`src/rtl/sd_spi_master.sv`:
```
// Memory-mapped SPI master (mode 0, MSB first) for the SD slot on the picorv32 native bus.
// Optional transfer-done interrupt is built when SD_SPI_IRQ_EN is defined.
module sd_spi_master #(
    parameter int unsigned DIV_RESET = 62,
    parameter int unsigned DIV_WIDTH = 8
) (
    input  logic        clk,
    input  logic        reset,
    input  logic        mem_valid,
    input  logic [31:0] mem_addr,
    input  logic [31:0] mem_wdata,
    input  logic [3:0]  mem_wstrb,
    output logic        mem_ready,
    output logic [31:0] mem_rdata,
    output logic        sck,
    output logic        mosi,
    input  logic        miso,
    output logic        cs_n
`ifdef SD_SPI_IRQ_EN
    ,
    output logic        irq
`endif
);

    typedef enum logic [1:0] {StIdle, StLow, StHigh} state_e;

    localparam logic [DIV_WIDTH-1:0] PhaseOne = 1;

    state_e               state_q, state_d;
    logic [7:0]           shift_q, shift_d;
    logic [7:0]           rx_q, rx_d;
    logic [2:0]           bit_cnt_q, bit_cnt_d;
    logic [DIV_WIDTH-1:0] phase_q, phase_d;
    logic [DIV_WIDTH-1:0] div_q, div_d;
    logic                 sck_q, sck_d;
    logic                 mosi_q, mosi_d;
    logic                 cs_n_q, cs_n_d;
    logic                 ovr_q, ovr_d;
    logic                 ready_q;
    logic [31:0]          rdata_q, rdata_d;
    logic                 irq_en_q, irq_en_d;
    logic                 done_q, done_d;

    logic       accept, is_wr, wr_data, wr_ctrl, wr_div, data_acc, done_evt, busy_d;
    logic [1:0] sel;
    logic       unused_bits;

    assign unused_bits = ^{mem_addr, mem_wdata};

    always_comb begin
        accept   = mem_valid && !ready_q;
        is_wr    = |mem_wstrb;
        sel      = mem_addr[3:2];
        wr_data  = accept && is_wr && (sel == 2'd0);
        wr_ctrl  = accept && is_wr && (sel == 2'd1);
        wr_div   = accept && is_wr && (sel == 2'd2);
        data_acc = accept && (sel == 2'd0);

        state_d   = state_q;
        shift_d   = shift_q;
        rx_d      = rx_q;
        bit_cnt_d = bit_cnt_q;
        phase_d   = phase_q;
        div_d     = div_q;
        sck_d     = sck_q;
        mosi_d    = mosi_q;
        cs_n_d    = cs_n_q;
        ovr_d     = ovr_q;
        done_evt  = 1'b0;

        if (wr_ctrl) begin
            cs_n_d = mem_wdata[0];
            if (mem_wdata[1]) ovr_d = 1'b0;
        end
        if (wr_div) div_d = mem_wdata[DIV_WIDTH-1:0];
        if (wr_data && state_q != StIdle) ovr_d = 1'b1;

        unique case (state_q)
            StIdle: begin
                if (wr_data) begin
                    shift_d   = mem_wdata[7:0];
                    mosi_d    = mem_wdata[7];
                    bit_cnt_d = 3'd0;
                    phase_d   = div_q;
                    state_d   = StLow;
                end
            end
            StLow: begin
                if (phase_q == '0) begin
                    sck_d   = 1'b1;
                    phase_d = div_q;
                    state_d = StHigh;
                end else begin
                    phase_d = phase_q - PhaseOne;
                end
            end
            StHigh: begin
                if (phase_q == '0) begin
                    // MISO is sampled on the same edge that drops SCK
                    shift_d = {shift_q[6:0], miso};
                    sck_d   = 1'b0;
                    if (bit_cnt_q == 3'd7) begin
                        rx_d     = {shift_q[6:0], miso};
                        mosi_d   = 1'b1;
                        state_d  = StIdle;
                        done_evt = 1'b1;
                    end else begin
                        bit_cnt_d = bit_cnt_q + 3'd1;
                        mosi_d    = shift_q[6];
                        phase_d   = div_q;
                        state_d   = StLow;
                    end
                end else begin
                    phase_d = phase_q - PhaseOne;
                end
            end
            default: state_d = StIdle;
        endcase

`ifdef SD_SPI_IRQ_EN
        irq_en_d = wr_ctrl ? mem_wdata[2] : irq_en_q;
        done_d   = done_q;
        if (data_acc || (wr_ctrl && mem_wdata[4])) done_d = 1'b0;
        if (done_evt) done_d = 1'b1;
`else
        irq_en_d = 1'b0;
        done_d   = 1'b0;
`endif

        // Reads report post-edge state so a read on the falling-busy edge sees the result
        busy_d  = (state_d != StIdle);
        rdata_d = 32'd0;
        if (accept && !is_wr) begin
            unique case (sel)
                2'd0:    rdata_d = {24'd0, rx_d};
                2'd1:    rdata_d = {27'd0, done_d, irq_en_d, ovr_d, busy_d, cs_n_q};
                2'd2:    rdata_d = {{(32-DIV_WIDTH){1'b0}}, div_q};
                default: rdata_d = 32'd0;
            endcase
        end
    end

    always_ff @(posedge clk) begin
        if (reset) begin
            state_q   <= StIdle;
            shift_q   <= 8'd0;
            rx_q      <= 8'd0;
            bit_cnt_q <= 3'd0;
            phase_q   <= '0;
            div_q     <= DIV_RESET[DIV_WIDTH-1:0];
            sck_q     <= 1'b0;
            mosi_q    <= 1'b1;
            cs_n_q    <= 1'b1;
            ovr_q     <= 1'b0;
            ready_q   <= 1'b0;
            rdata_q   <= 32'd0;
            irq_en_q  <= 1'b0;
            done_q    <= 1'b0;
        end else begin
            state_q   <= state_d;
            shift_q   <= shift_d;
            rx_q      <= rx_d;
            bit_cnt_q <= bit_cnt_d;
            phase_q   <= phase_d;
            div_q     <= div_d;
            sck_q     <= sck_d;
            mosi_q    <= mosi_d;
            cs_n_q    <= cs_n_d;
            ovr_q     <= ovr_d;
            ready_q   <= accept;
            rdata_q   <= rdata_d;
            irq_en_q  <= irq_en_d;
            done_q    <= done_d;
        end
    end

    assign mem_ready = ready_q;
    assign mem_rdata = rdata_q;
    assign sck       = sck_q;
    assign mosi      = mosi_q;
    assign cs_n      = cs_n_q;
`ifdef SD_SPI_IRQ_EN
    assign irq       = done_q & irq_en_q;
`endif

endmodule

```
`config.mk`:
```
export PLATFORM = sky130hd
export DESIGN_NAME = sd_spi_master
export DESIGN_NICKNAME = d
export VERILOG_FILES = /design/src/rtl/sd_spi_master.sv
export SDC_FILE = /design/constraint.sdc
export NUM_CORES = 1
export LEC_CHECK = 0
export CAP_MARGIN = 20
export CORE_UTILIZATION = 35
export CTS_CLUSTER_DIAMETER = 60
export DETAILED_ROUTE_END_ITERATION = 8
export HOLD_SLACK_MARGIN = 0.1
export PLACE_DENSITY = 0.68
export SLEW_MARGIN = 15
export SYNTH_ARGS = -nofsm -noshare
export SYNTH_HDL_FRONTEND = slang
export SYNTH_SLANG_ARGS = --single-unit
```
`constraint.sdc`:
```
create_clock -name clk -period 3.1 [get_ports clk]
set_input_delay 0.62 -clock clk [delete_from_list [all_inputs] [get_ports clk]]
set_output_delay 0.62 -clock clk [all_outputs]
set_load 0.02 [all_outputs]
```
== Yosys cells after proc, flatten, opt, wreduce, memory -nomap -nowiden ==
Index checks and enable logic that the tools add are counted.
Storage, ports and cells
  bits in registers: 73
  bits of input ports: 72
  output and inout bits: 36
  logic and storage cells: 79
Cells by class
  $add $sub $neg: 2
  equality and inequality tests: 10
  muxes and demuxes: 31
  bitwise logic cells: 1
  reduce and logical (&&, ||, !) cells: 23
Operators by type and width (count)
  8-bit 2-to-1 mux: 7
  8-bit one-hot mux with 3 select lines: 2
  7-bit 2-to-1 mux: 2
  7-bit one-hot mux with 2 select lines: 1
  1-bit 2-to-1 mux: 9
  3-bit 2-to-1 mux: 3
  3-bit AND reduction: 3
  8-bit zero test: 1
  2-bit inequality test (second input constant): 4
  2-bit nonzero test: 4
  8-bit by 1-bit subtractor with 8-bit output (second input constant): 1
  1-bit logical AND: 7
  2-bit 2-to-1 mux: 3
  2-bit one-hot mux with 3 select lines: 1
  3-bit one-hot mux with 2 select lines: 1
  2-bit by 1-bit equality test with 1-bit output (second input constant): 2
  2-bit equality test (second input constant): 2
  2-bit zero test: 2
  1-bit one-hot mux with 2 select lines: 2
  4-bit AND reduction: 1
  4-bit OR reduction: 1
  3-bit by 1-bit adder with 3-bit output (second input constant): 1
  3-bit equality test (second input constant): 1
  3-bit inequality test (second input constant): 1
  other kinds (4): 5

== Depth between registers and ports, before layout ==
Gate-level depths: netlist of run 1.
  word-level depth: 8
  depth in mapped cells: 9
  gate-level depth less buffers: 7

== Worst setup path after synthesis of run 1 ==
No wires, ideal clock.
  path type: flip-flop to flip-flop
  from: reg phase_q[0]
  to: reg rdata_q[1], in the netlist mem_rdata[1]
  library setup time: 0.131 ns
  data arrival time: 2.064 ns
  data required time: 2.969 ns
  slack: 0.905 ns
  stages on the path, launching flop included: 9
  path buffers: 1
  clock period less this slack: 2.195 ns
  cell sequence: dfxtp_1 > inv_1 > ha_1 > or4b_1 > buf_2 > nor3_1 > mux2_2 > o311ai_0 > a21oi_1
On the way
  word-level cells in the longest chain between the ends: 5
  elaborated cells on any way between the ends: 8
  those cells by class: 6 x mux; 2 x reduce/logical
Ends and longest elaborated chain
  from (decl): RTL line 33  | logic [DIV_WIDTH-1:0] phase_q, phase_d;
  from (signal assigned): RTL line 164  | phase_q <= phase_d;
  8-bit zero test (*): RTL line 89, 98
  2-bit 2-to-1 mux (on tied branches): RTL line 98, 89
  2-bit one-hot mux with 3 select lines: RTL line 78  | unique case (state_q)
  2-bit nonzero test: RTL line 131  | busy_d = (state_d != StIdle);
  8-bit one-hot mux with 3 select lines (*): RTL line 134  | unique case (sel)
  to (signal assigned): RTL line 171  | rdata_q <= rdata_d;
  to (decl): RTL line 40  | logic [31:0] rdata_q, rdata_d;
Mark *: on every way between the ends. The rest lies on a longest branch, timed or not.
A chain may end at the register's enable or synchronous reset.

== Worst setup path in the final report of run 1 ==
Ends and elaborated chain as after synthesis.

==> qor.yml, run 1 <==
routing:
  ant_nets: 0
  route.met2.wl_um: 2580
  highest-signal-layer: "met4"
  via_count: 2065
  via_per_inst: 5.02
  drt_iter0_drc: 136
  routedWlPerCell_um: 13.4
  dr.pass1.iters: 6
  drc: 0
  met1_length_um: 2720
  wl_met3_um: 205
  totalWireLength_um: 5520
job:
  maxCapViolCount: 0
floorplanning:
  pin_count: 108
  die_y_um: 87.3
  start_util_pct: 36.9
  coreArea_sq_um: 6910
  die_w_um: 87.3
  die_area_sq_um: 7620
  rows: 30
clocking:
  cts_buffers: 5
  ctsHtreeMaxLevel: 2
  insertion_delay_ps: 300
  hold_buffers: 0
  postCtsResizedCells: 0
  clk_pin_slew_ps: 80
  cts_root_buf: "clkbuf_8"
  post_cts_buffers: 0
  clock-sinks: 49
  cts_tree: "yes"
  clk_path_buf_depth: 2
critical_path:
  end_kind: "flop"
  setup.worst_path.start_class: "flop"
  criticalPathCategory: "reg -> reg"
  worst_ep_required_time_ps: 3260
  cp_max_fo: 6
  cp.arrival_ps: 2720
cells_and_area:
  final_core_util_pct: 42.6
  drive_gt1_share_pct: 8.25
  layout.cells.non_filler: 411
  layout_common_cells: "dfxtp_1 (49), nor2_1 (38), clkdlybuf4s50_1 (29)"
  area_delta_synth_final_pct: 15.5
  fill_cells: 691
  final_nets: 393
  final_common_cell: "dfxtp_1"
  antenna_cells: 0
global_route:
  grt_max_degree: 44
  grt_pass1_wl_um: 9240
  overflow: 0
  grt_pass1_vias: 1958
  antenna_found_initial: 0
  grt_usage_pct: 15.4
power_and_ir_drop:
  p_switching_mw: 0.450
  leakagePower_nw: 1.06
  irDropWorstVdd_v: 0.000196
  clockPowerShare_pct: 25.4
  total_power_mw: 1.42
  power.share.combinational_pct: 24.8
  power_frac_seq_pct: 49.8
  switching_share_pct: 31.8
  power.internal_mw: 0.968
  powerDensity_nw_per_um2: 482
sta:
  max_freq_mhz: 391
  rsz0062_at_grt: "no"
  setup_violations: 0
  relSlewSlack_pct: 55.2
  worst_slack_ps: 542
  worstMarginPinSlew_ps: 672
  min_period_ps: 2560
  fin_tns_setup_ps: 0
  hold_viol: 0
  clock_skew_ps: 4.16
  drv_slew: 0
  post-route-period-util_pct: 82.5
synthesis:
  netlist_area_sq_um: 2550
  syn_inst: 285
  ys.flop_type: "dfxtp_1"
  ys_seq_area_share_pct: 38.5
  ys_async_sr_fraction_pct: 0
  synth_enable_flop_cells: 0
  synth-seq-cells: 49
  syn_avg_cell_area_sq_um: 8.93
  synth.distinct_cells: 50
  yosysWarnings: 0
placement:
  place_inst: 403
  place.gp.congestion: 0.808
  portBuffers: 29
  post-place-ws_ps: 342
  dp_hpwl_um: 3930
worst_hold_path:
  min_path_type: "reg -> reg"
outcome:
  status: "completed"
## state kept, by name (all words and copies together) (netlist names)
signal	flops
mosi	1
sck	1
ovr_q	1
div_q	8
state_q	2
shift_q	7
cs_n	1
phase_q	8
mem_rdata	8
rx_q	8
bit_cnt_q	3
mem_ready	1
## synth_stat cells, drive strengths merged (2+ instances only)
| cell type | count | share of area [%] |
|---|---|---|
| o31ai | 3 | 1.4 |
| a211oi | 9 | 2.7 |
| nor4 | 5 | 1.8 |
| o21ba | 2 | 0.79 |
| a2111oi | 5 | 1.7 |
| or3 | 5 | 1.2 |
| clkbuf | 9 | 1.3 |
| o21ai | 11 | 2.2 |
| or4 | 2 | 0.74 |
| inv | 10 | 1.5 |
| a21boi | 2 | 0.59 |
| nand2b | 4 | 0.98 |
| a31oi | 2 | 0.49 |
| a21oi | 15 | 2.9 |
| nor2b | 7 | 1.7 |
| mux2i | 18 | 7.1 |
| nor3 | 5 | 0.98 |
| o41a | 2 | 0.88 |
| o32ai | 2 | 0.69 |
| nor2 | 38 | 5.6 |
| and2 | 5 | 1.2 |
| buf | 30 | 8.8 |
| ha | 7 | 3.4 |
| dfxtp | 49 | 39 |
| nand2 | 8 | 1.2 |
| a211o | 10 | 3.4 |
| nand3 | 3 | 0.59 |
## final cells by class
type / count / area (sq um) / share of cell area, %
multi-input combinational: 210 / 1360 / 46.3
clock buffer: 6 / 72.6 / 2.47
tap: 96 / 120 / 4.08
timing repair buffer: 38 / 358 / 12.2
inverter: 10 / 37.5 / 1.28
sequential: 49 / 981 / 33.3
clock inverter: 2 / 10.0 / 0.340
## cell families after synthesis
kind of cell | count (synthesis) | share of synthesized area [%]
AO/OA/AOI/OAI | 72 | 20.8
other | 1 | 0.147
flip-flops | 49 | 38.5
adder cells (fa/ha/maj) | 7 | 3.44
buffers and inverters | 49 | 11.6
multiplexers | 19 | 7.52
AND/OR/NAND/NOR | 88 | 17.9
## layer usage
layer | track usage (%) | vias up
met2 | 25.6 | 54
met1 | 20.6 | 977
met3 | 2.94 | 3
li1 | - | 1031
met4 | 3.28 | 0
met5 | 0 | -
## power by group through the flow
| stage | clock network [mW] | registers, mW | logic (mW) |
|---|---|---|---|
| floorplan | 0 | 0.717 | 0.285 |
| global placement | 0 | 0.718 | 0.343 |
| detailed placement | 0 | 0.721 | 0.349 |
| CTS | 0.377 | 0.706 | 0.351 |
| global route | 0.400 | 0.715 | 0.390 |
| finish | 0.361 | 0.706 | 0.351 |
## worst max-delay path: stages (launching register included)
cell,delay (ps)
dfxtp_1,350
inv_1,70
ha_1,170
or4b_1,630
nor3_1,300
mux2_2,400
o311ai_0,370
a21oi_1,150
## final timing paths
check | from | end | slack [ps] | depth (start not counted)
setup / recovery | phase_q[0]$_SDFFE_PP0P_ | mem_rdata[1]$_SDFF_PP0_ | 540 | 7
hold / removal | mosi$_SDFFE_PP1P_ | mosi$_SDFFE_PP1P_ | 470 | 1
setup reg to reg | phase_q[0]$_SDFFE_PP0P_ | mem_rdata[1]$_SDFF_PP0_ | 540 | 7
hold reg to reg | mosi$_SDFFE_PP1P_ | mosi$_SDFFE_PP1P_ | 470 | 1
## through the flow
stage	hold WS, ps	cell area (sq um)
finish	475	2940
global route	505	2940
CTS	477	2940
detailed placement	461	2860
global placement	451	2860
floorplan	444	2630
(Power assumes the default switching activity.)
==> run 2: changes to the inputs <==
- clock period: 3.1 -> 2.65 ns (I/O delays scaled with it)
==> qor.yml, run 2 (synthesis gave the netlist of run 1 again) <==
critical_path:
  rr_worst_depth: 7  # unchanged
  cp_max_fo: 5  # -1
  crit_path_end: "mem_rdata[1]$_SDFF_PP0_"
  end_kind: "flop"
  rrSetupSlack_ps: 290  # -260 ps
  worst_ep_required_time_ps: 2820  # -440 ps
  setup.worst_path.start_class: "flop"
  cp.arrival_ps: 2530  # -190 ps
  r2r-start: "phase_q[0]$_SDFFE_PP0P_"
  reg2reg_to: "mem_rdata[1]$_SDFF_PP0_"
  criticalPathCategory: "reg -> reg"
  cp-startpoint: "phase_q[0]$_SDFFE_PP0P_"
global_route:
  overflow: 0  # unchanged
  antenna_found_initial: 0  # unchanged
  grt_max_degree: 44  # unchanged
  grt_pass1_wl_um: 9540  # +3.2%
  grt_usage_pct: 16.0  # +0.64 points
  grt_pass1_vias: 2035  # +3.9%
placement:
  dpl_cell_area_sq_um: 2930  # +2.5%
  place.gp.congestion: 0.793  # -1.9%
  post-place-ws_ps: 113  # -229 ps
  dp_hpwl_um: 4020  # +2.2%
  place_inst: 411  # +2.0%
  portBuffers: 29  # unchanged
cells_and_area:
  fill_cells: 689  # -0.29%
  final_common_cell: "dfxtp_1"
  layout.cells.non_filler: 419  # +1.9%
  final_nets: 401  # +2.0%
  drive_gt1_share_pct: 10.5  # +2.3 points
  antenna_cells: 0  # unchanged
  fin_area_sq_um: 3050  # +3.6%
  final_core_util_pct: 44.1  # +1.5 points
  area_delta_synth_final_pct: 19.7
  layout_common_cells: "dfxtp_1 (49), nor2_1 (38), clkdlybuf4s50_1 (29)"
power_and_ir_drop:
  irDropWorstVdd_v: 0.000284  # +45%
  total_power_mw: 1.83  # +29%
  leakagePower_nw: 1.11  # +5.3%
  powerDensity_nw_per_um2: 600  # +24%
sta:
  min_period_ps: 2360  # -194 ps
  rsz0062_at_grt: "no"
  fin_tns_setup_ps: 0  # unchanged
  worst_slack_ps: 286  # -256 ps
  relSlewSlack_pct: 64.6  # +9.4 points
  setup_violations: 0  # unchanged
  worstMarginPinSlew_ps: 524  # -148 ps
  hold_slack_ps: 485  # +10.4 ps
  max_freq_mhz: 423  # +8.2%
  post-route-period-util_pct: 89.2  # +6.7 points
  clock_skew_ps: 5.99  # +1.82 ps
  drv_slew: 0  # unchanged
  hold_viol: 0  # unchanged
clocking:
  insertion_delay_ps: 300  # about the same
  ctsHtreeMaxLevel: 2  # unchanged
  cts_tree: "yes"
  postCtsResizedCells: 0  # unchanged
  cts_root_buf: "clkbuf_8"
  clk_path_buf_depth: 2  # unchanged
  hold_buffers: 0  # unchanged
  clk_pin_slew_ps: 90  # about the same
  cts_buffers: 5  # unchanged
  post_cts_buffers: 0  # unchanged
  clock-sinks: 49  # unchanged
routing:
  ant_nets: 0  # unchanged
  via_count: 2103  # +1.8%
  dr.pass1.iters: 4  # -2
  drc: 0  # unchanged
  routedWlPerCell_um: 13.5  # +0.31%
  drt_iter0_drc: 135  # -0.74%
  totalWireLength_um: 5650  # +2.3%
  via_per_inst: 5.02  # -0.10%
floorplanning:
  die_w_um: 87.3  # unchanged
  start_util_pct: 36.9  # unchanged
  pin_count: 108  # unchanged
  rows: 30  # unchanged
  die_area_sq_um: 7620  # unchanged
  die_y_um: 87.3  # unchanged
  coreArea_sq_um: 6910  # unchanged
job:
  maxCapViolCount: 0  # unchanged
outcome:
  status: "completed"
worst_hold_path:
  min_path_type: "reg -> reg"
run 2: layout make-up:
| cell class | instances | area, sq um | area share, % |
|---|---|---|---|
| flip-flops and latches | 49 | 981 | 32.2 |
| clock buffers | 7 | 86.3 | 2.83 |
| clock inverters | 1 | 30.0 | 0.985 |
| repair buffers | 46 | 430 | 14.1 |
| multi-input cells | 210 | 1360 | 44.7 |
| well taps | 96 | 120 | 3.94 |
| inverters | 10 | 37.5 | 1.23 |
run 2: how the worst min path moves through the flow:
stage                                            to                 startpoint  slack, ps  cells after the start
after global placement            mosi$_SDFFE_PP1P_          mosi$_SDFFE_PP1P_        450                      1
final                             mosi$_SDFFE_PP1P_          mosi$_SDFFE_PP1P_        490                      1
after CTS                         mosi$_SDFFE_PP1P_          mosi$_SDFFE_PP1P_        480                      1
after global routing      bit_cnt_q[1]$_SDFFE_PP0P_  bit_cnt_q[1]$_SDFFE_PP0P_        520                      2
after detailed placement          mosi$_SDFFE_PP1P_          mosi$_SDFFE_PP1P_        460                      1
after floorplan             mem_rdata[0]$_SDFF_PP0_      div_q[0]$_SDFFE_PP0P_        440                      2
run 2: power by group:
group | total [mW] | switching, mW | internal [mW]
clock | 0.556 | 0.248 | 0.308
combinational | 0.448 | 0.252 | 0.196
sequential | 0.826 | 0.0427 | 0.783
total | 1.83 | 0.542 | 1.29
run 2: layer usage:
| layer | up-vias | GRT usage [%] | part of all wire, % |
|---|---|---|---|
| met1 | 981 | 21.4 | 47 |
| met5 | - | 0 | 0 |
| met2 | 65 | 25.6 | 46 |
| met3 | 7 | 3.41 | 5.8 |
| met4 | 0 | 5.37 | 0.92 |
| li1 | 1050 | - | - |
run 2: worst max-delay path, stage by stage (launching register included):
cell	delay, ps
dfxtp_1	350
inv_1	60
ha_1	170
or4b_1	470
nor3_1	270
mux2_2	390
o311ai_0	360
a21oi_1	150
